File: config.mk
export PLATFORM = sky130hd
export DESIGN_NAME = io_port
export DESIGN_NICKNAME = d
export VERILOG_FILES = /design/src/rtl/io_port.sv
export SDC_FILE = /design/constraint.sdc
export NUM_CORES = 1
export LEC_CHECK = 0
export CORE_UTILIZATION = 58
export CTS_BUF_LIST = sky130_fd_sc_hd__clkbuf_4
export DETAILED_ROUTE_END_ITERATION = 12
export GPL_TIMING_DRIVEN = 0
export PLACE_DENSITY = 0.85
export SYNTH_ARGS = -nofsm -noshare
export SYNTH_HDL_FRONTEND = slang
export SYNTH_SLANG_ARGS = --single-unit
File: constraint.sdc
create_clock -name clk -period 3.6 [get_ports clk]
set_input_delay 0.72 -clock clk [delete_from_list [all_inputs] [get_ports clk]]
set_output_delay 0.72 -clock clk [all_outputs]
set_load 0.005 [all_outputs]
File: src/rtl/io_port.sv
// Memory-mapped general-purpose I/O port: direction, data and edge-interrupt registers,
// with a tick-clocked input synchroniser and an optional per-pin debounce filter.
module io_port #(
    parameter int          NUM_PINS        = 8,
    parameter logic [23:0] BASE_ADDR       = 24'h002060,
    parameter int          DEBOUNCE_CYCLES = 0
) (
    input  logic                clk,
    input  logic                reset,
    input  logic                clk_ce,
    input  logic                bus_write,
    input  logic                bus_read,
    input  logic [23:0]         bus_address_in,
    input  logic [7:0]          bus_data_in,
    output logic [7:0]          bus_data_out,
    input  logic [NUM_PINS-1:0] pin_in,
    output logic [NUM_PINS-1:0] pin_out,
    output logic [NUM_PINS-1:0] pin_oe,
    output logic                irq
);

    localparam logic [23:0] ADDR_DIR  = BASE_ADDR;
    localparam logic [23:0] ADDR_DATA = BASE_ADDR + 24'd1;
    localparam logic [23:0] ADDR_EN   = BASE_ADDR + 24'd2;
    localparam logic [23:0] ADDR_EDGE = BASE_ADDR + 24'd3;
    localparam logic [23:0] ADDR_PEND = BASE_ADDR + 24'd4;

    logic [NUM_PINS-1:0] dir_reg, data_reg, irq_en_reg, irq_edge_reg, pend_reg;
    logic [NUM_PINS-1:0] dir_next, data_next, irq_en_next, irq_edge_next, pend_next;
    logic [NUM_PINS-1:0] sync1_reg, sync2_reg, prev_reg, filtered;
    logic [NUM_PINS-1:0] pin_oe_reg, pin_out_reg;
    logic [NUM_PINS-1:0] wr_data, pend_clr, edge_rise, edge_fall, edge_hit, rd_vec;
    logic                irq_reg;
    logic                sel_dir, sel_data, sel_en, sel_edge, sel_pend;

    assign sel_dir  = (bus_address_in == ADDR_DIR);
    assign sel_data = (bus_address_in == ADDR_DATA);
    assign sel_en   = (bus_address_in == ADDR_EN);
    assign sel_edge = (bus_address_in == ADDR_EDGE);
    assign sel_pend = (bus_address_in == ADDR_PEND);

    assign wr_data = bus_data_in[NUM_PINS-1:0];

    assign dir_next      = (bus_write && sel_dir)  ? wr_data : dir_reg;
    assign data_next     = (bus_write && sel_data) ? wr_data : data_reg;
    assign irq_en_next   = (bus_write && sel_en)   ? wr_data : irq_en_reg;
    assign irq_edge_next = (bus_write && sel_edge) ? wr_data : irq_edge_reg;

    assign edge_rise = filtered & ~prev_reg;
    assign edge_fall = ~filtered & prev_reg;
    assign edge_hit  = irq_en_reg & ((irq_edge_reg & edge_rise) | (~irq_edge_reg & edge_fall));
    assign pend_clr  = (bus_write && sel_pend) ? wr_data : '0;
    // A new edge wins over a simultaneous write-1-to-clear of the same bit.
    assign pend_next = (pend_reg & ~pend_clr) | edge_hit;

    always_ff @(posedge clk or negedge reset) begin
        if (!reset) begin
            dir_reg      <= '0;
            data_reg     <= '0;
            irq_en_reg   <= '0;
            irq_edge_reg <= '0;
            pend_reg     <= '0;
            pin_oe_reg   <= '0;
            pin_out_reg  <= '0;
            irq_reg      <= 1'b0;
            sync1_reg    <= '1;
            sync2_reg    <= '1;
            prev_reg     <= '1;
        end else if (clk_ce) begin
            dir_reg      <= dir_next;
            data_reg     <= data_next;
            irq_en_reg   <= irq_en_next;
            irq_edge_reg <= irq_edge_next;
            pend_reg     <= pend_next;
            pin_oe_reg   <= dir_next;
            pin_out_reg  <= data_next & dir_next;
            irq_reg      <= |(pend_reg & irq_en_reg);
            sync1_reg    <= pin_in;
            sync2_reg    <= sync1_reg;
            prev_reg     <= filtered;
        end
    end

    generate
        if (DEBOUNCE_CYCLES == 0) begin : g_bypass
            assign filtered = sync2_reg;
        end else begin : g_debounce
            localparam logic [7:0] DB_LAST = 8'(DEBOUNCE_CYCLES - 1);
            genvar gi;
            for (gi = 0; gi < NUM_PINS; gi++) begin : g_pin
                logic [7:0] cnt_reg;
                logic       filt_reg;
                // The counter only runs while the synchronised level disagrees with the accepted one.
                always_ff @(posedge clk or negedge reset) begin
                    if (!reset) begin
                        cnt_reg  <= '0;
                        filt_reg <= 1'b1;
                    end else if (clk_ce) begin
                        if (sync2_reg[gi] == filt_reg) begin
                            cnt_reg <= '0;
                        end else if (cnt_reg == DB_LAST) begin
                            filt_reg <= sync2_reg[gi];
                            cnt_reg  <= '0;
                        end else begin
                            cnt_reg <= cnt_reg + 8'd1;
                        end
                    end
                end
                assign filtered[gi] = filt_reg;
            end
        end
    endgenerate

    always_comb begin
        rd_vec = '0;
        if (bus_read) begin
            if (sel_dir)       rd_vec = dir_reg;
            else if (sel_data) rd_vec = (data_reg & dir_reg) | (filtered & ~dir_reg);
            else if (sel_en)   rd_vec = irq_en_reg;
            else if (sel_edge) rd_vec = irq_edge_reg;
            else if (sel_pend) rd_vec = pend_reg;
        end
    end

    assign bus_data_out = 8'(rd_vec);
    assign pin_oe       = pin_oe_reg;
    assign pin_out      = pin_out_reg;
    assign irq          = irq_reg;

endmodule

[Yosys cells after proc, flatten, opt, wreduce, memory -nomap -nowiden]
Index checks and enable logic that the tools add are counted.
Widths: inputs -> output; s select.
Storage, ports and cells
  register bits: 73
  input port bits: 45
  output and inout bits: 25
  logic and storage cells: 50
Operators by class
  equal/unequal tests: 5
  multiplexer cells: 9
  bitwise logic cells: 18
  reductions and logical operators: 8
Operators by type and width (number)
  $eq 24x14->1 const B: 5
  $and 8x8->8: 10
  $mux 8: 9
  $not 8->8: 5
  $or 8x8->8: 3
  $reduce_or 8->1: 1
  $logic_and 1x1->1: 5
  $reduce_and 2->1: 2

[Logic depth before layout (Yosys ltp)]
  depth in word-level cells: 7
  depth in mapped cells: 6
  gate-level depth less buffers: 5

[Worst setup path after synthesis]
Ideal clock, no wire load.
  path kind: input to output
  start: input port bus_address_in[15]
  end: output port bus_data_out[0]
  arrival time: 2167 ps
  path slack: 713 ps
  stages on the path: 6
  path buffers: 1
  cells stage by stage: nor4_2 nand4_2 or2_1 or3_1 buf_6 o221a_1
On the way
  longest elaborated chain between the ends: 7
Ends and longest elaborated chain
  start, declared: line 13  | input logic [23:0] bus_address_in,
  $eq 24x14->1: line 40  | assign sel_pend = (bus_address_in == ADDR_PEND);
  $mux 8: line 121  | else if (sel_pend) rd_vec = pend_reg;
  $mux 8: line 120  | else if (sel_edge) rd_vec = irq_edge_reg;
  $mux 8: line 119  | else if (sel_en) rd_vec = irq_en_reg;
  $mux 8: line 118  | else if (sel_data) rd_vec = (data_reg & dir_reg) | (filtered & ~dir_reg);
  $mux 8 *: line 117  | if (sel_dir) rd_vec = dir_reg;
  $mux 8 *: line 116  | if (bus_read) begin
  end, declared: line 15  | output logic [7:0] bus_data_out,
Mark *: on every way between the ends. The rest lies on a longest branch, timed or not.

[Final worst setup path]
  start: input port bus_address_in[2]
  end: output port bus_data_out[2]
The elaborated chain is that of the path after synthesis.

==> metrics <==
Final Cell Area 4710 µm²; Rows 28; Post-Place Cell Area between 4000 and 5000 µm²; Setup crit end kind output pin; WL final approximately 9600 µm; Yosys cell types 42; maxcap violations 0; CTS Buffer Depth 2; placed cell count about 470; pre-CTS WS -0.356 ns; Nets about 460; Worst-Margin Slew ~1.3 ns; Die Ht approximately 82 µm; endpoints failing setup 0; Residual DRC 0; initial DRC count 253; fmax ~280 MHz; arrival time worst endpoint roughly 2.8 ns; setup tns final 0 ns; GRT overflow 0; final RePlAce weighted congestion between 0.8 and 0.9; Finished Layout Cells 490; Worst Clk Skew approximately 0.013 ns; vias in the first global route roughly 3000; min cycle time layout roughly 3.5 ns; Root Driver clkbuf_4; Layout area overhead 27.0%; GRT Total Usage a little under a third; vias after detailed routing 3097; status finished clean; clock slew at reported path FFs 0.12 ns; Hold Crit Class in2async; TritonCTS Sinks 73; Layout fillers 401; core region area roughly 6000 µm²; number of buffers created by CTS 9; Yosys Warn Count 0; final-report hold violation count 0; hold_ws 0.401 ns; path depth of the worst reg2reg path 3; Die ar. 6720 µm²; number of synthesized register bits 73; initial antenna violation count 0; H-Tree Depth 3; Port Buffers 66; cell area power density 367 nW/µm²; Crit Path Class in2out; worst rel slew slack 15.4%; reg2reg start irq_en_reg[3]$_DFFE_PN0P_; Antenna diodes 0; flop-to-flop setup slack roughly 2.4 ns; vias per cell 6.32; Worst setup SP type input pin; Worst Path Required 2.88 ns; remaining antenna violation count 0; Worst Slack Setup Final 0.0688 ns; post-DP HPWL ~6300 µm; Avg Synthesized Cell Area between 10 and 15 µm²; share of cells above drive strength 1 31.1%; total power around 1.7 mW; Async SR Flop Fraction 100%; Post-CTS Hold Buffers 0; leakage approximately 2 nW; initial core utilization about three fifths; Post-synth EDFFs 0; routed len/inst about 20 µm; CTS tree built; DRT Pass-1 Iters 5; Final Max Tran Viols 0; reg2reg end irq$_DFFE_PN0P_; I/O pins 70; Post-Syn Instances ~320; Mapped Nets between 300 and 400; crit path max fanout 10; largest net degree at the start of global routing between 70 and 80; Die W a little over 80 µm; Mapped Area between 3000 and 4000 µm²; clk_lat worst skew around 0.42 ns; sequential area share after synthesis between 50% and 60%; Final period util 98.1%; RSZ-0062 raised after global routing no; Peak VDD IR ~0.34 mV; global-route wire length before repair 14900 µm; final core utilization 77.7%; leading register cell type out of synthesis dfrtp_1
final cells by class:
cell class | count | area [µm²] | area share (%)
flip-flops and latches | 73 | 1860 | 39.4
multi-input cells | 230 | 1780 | 37.8
repair buffers | 76 | 719 | 15.3
well taps | 75 | 93.8 | 1.99
plain buffers | 17 | 87.6 | 1.86
clock inverters | 6 | 83.8 | 1.78
clock buffers | 10 | 75.1 | 1.59
inverters | 3 | 11.3 | 0.239
cell families (layout without fill, tap and decap cells):
group / after synthesis / in the layout / share of synthesized area, %
mux: 75 / 75 / 22.1
simple gates: 88 / 88 / 12.2
flops: 73 / 73 / 50.1
buf+inv: 21 / 112 / 2.77
compound gates: 67 / 67 / 12.8
worst max-delay path, stage by stage:
cell and delay [ns]:
clkdlybuf4s50_1 0.48, or2_2 0.32, clkbuf_2 0.22, or3_4 0.41, buf_6 0.14, buf_12 0.13
o221a_1 0.26, buf_2 0.13
where the power goes:
part           switching [mW]  internal [mW]  leakage (nW)
logic                  0.0985          0.111         0.988
registers              0.0400          0.896         0.928
clock network           0.298          0.286        0.0800
total                   0.436           1.29          2.00
per-layer routing:
metal	share of wire, %	routed length (µm)	GRT usage, %
met5	0	0	0
met1	42	4040	39.2
met2	47	4560	48.8
met4	3.9	374	19.8
met3	6.8	657	5.44
cell usage after synthesis (3+ instances only):
cell      count  area [µm²]
nand2b_1      7        43.8
a32o_1        8        80.1
dfstp_2      24         631
o22ai_1       5        31.3
dfrtp_1      49        1230
nor3_1        3        15.0
a21oi_1       8        40.0
mux2_2       56         631
nor2_1       12        45.0
inv_1         3        11.3
nor4_1        4        25.0
o21ai_0      23         115
clkbuf_1     12        45.0
nor2b_1       3        18.8
nand4_1       3        18.8
a31oi_1       6        37.5
o221a_1       8        90.1
nand2_1      39         146
mux2i_1      19         190
repair_timing:
action	in CTS	in global routing
resized for setup	30	9
setup endpoints to repair	8	8
pin swaps	6	6
buffers inserted	9	1
endpoints found under the hold margin	0	0
worst max path at each step:
stage	from	end	slack [ns]
after floorplan	bus_address_in[15]	bus_data_out[0]	0.71
after global placement	reset	irq_edge_reg[1]$_DFFE_PN0P_	-0.61
after detailed placement	bus_address_in[15]	bus_data_out[0]	-0.36
after CTS	bus_address_in[23]	bus_data_out[6]	0.02
after global routing	bus_address_in[12]	bus_data_out[2]	0.006
final	bus_address_in[2]	bus_data_out[2]	0.07
layout by cell type, fill, tap and decap left out, types with 8 or more instances in the layout:
| cell | instances |
|---|---|
| a21oi_1 | 8 |
| clkdlybuf4s50_1 | 53 |
| mux2_2 | 56 |
| dfrtp_1 | 49 |
| mux2i_1 | 19 |
| buf_4 | 12 |
| dfstp_2 | 24 |
| clkbuf_4 | 10 |
| nand2_1 | 39 |
| clkbuf_1 | 11 |
| o21ai_0 | 23 |
| nor2_1 | 12 |
| a32o_1 | 8 |
| o221a_1 | 8 |
Note: power is estimated with default switching activity, not from simulation.
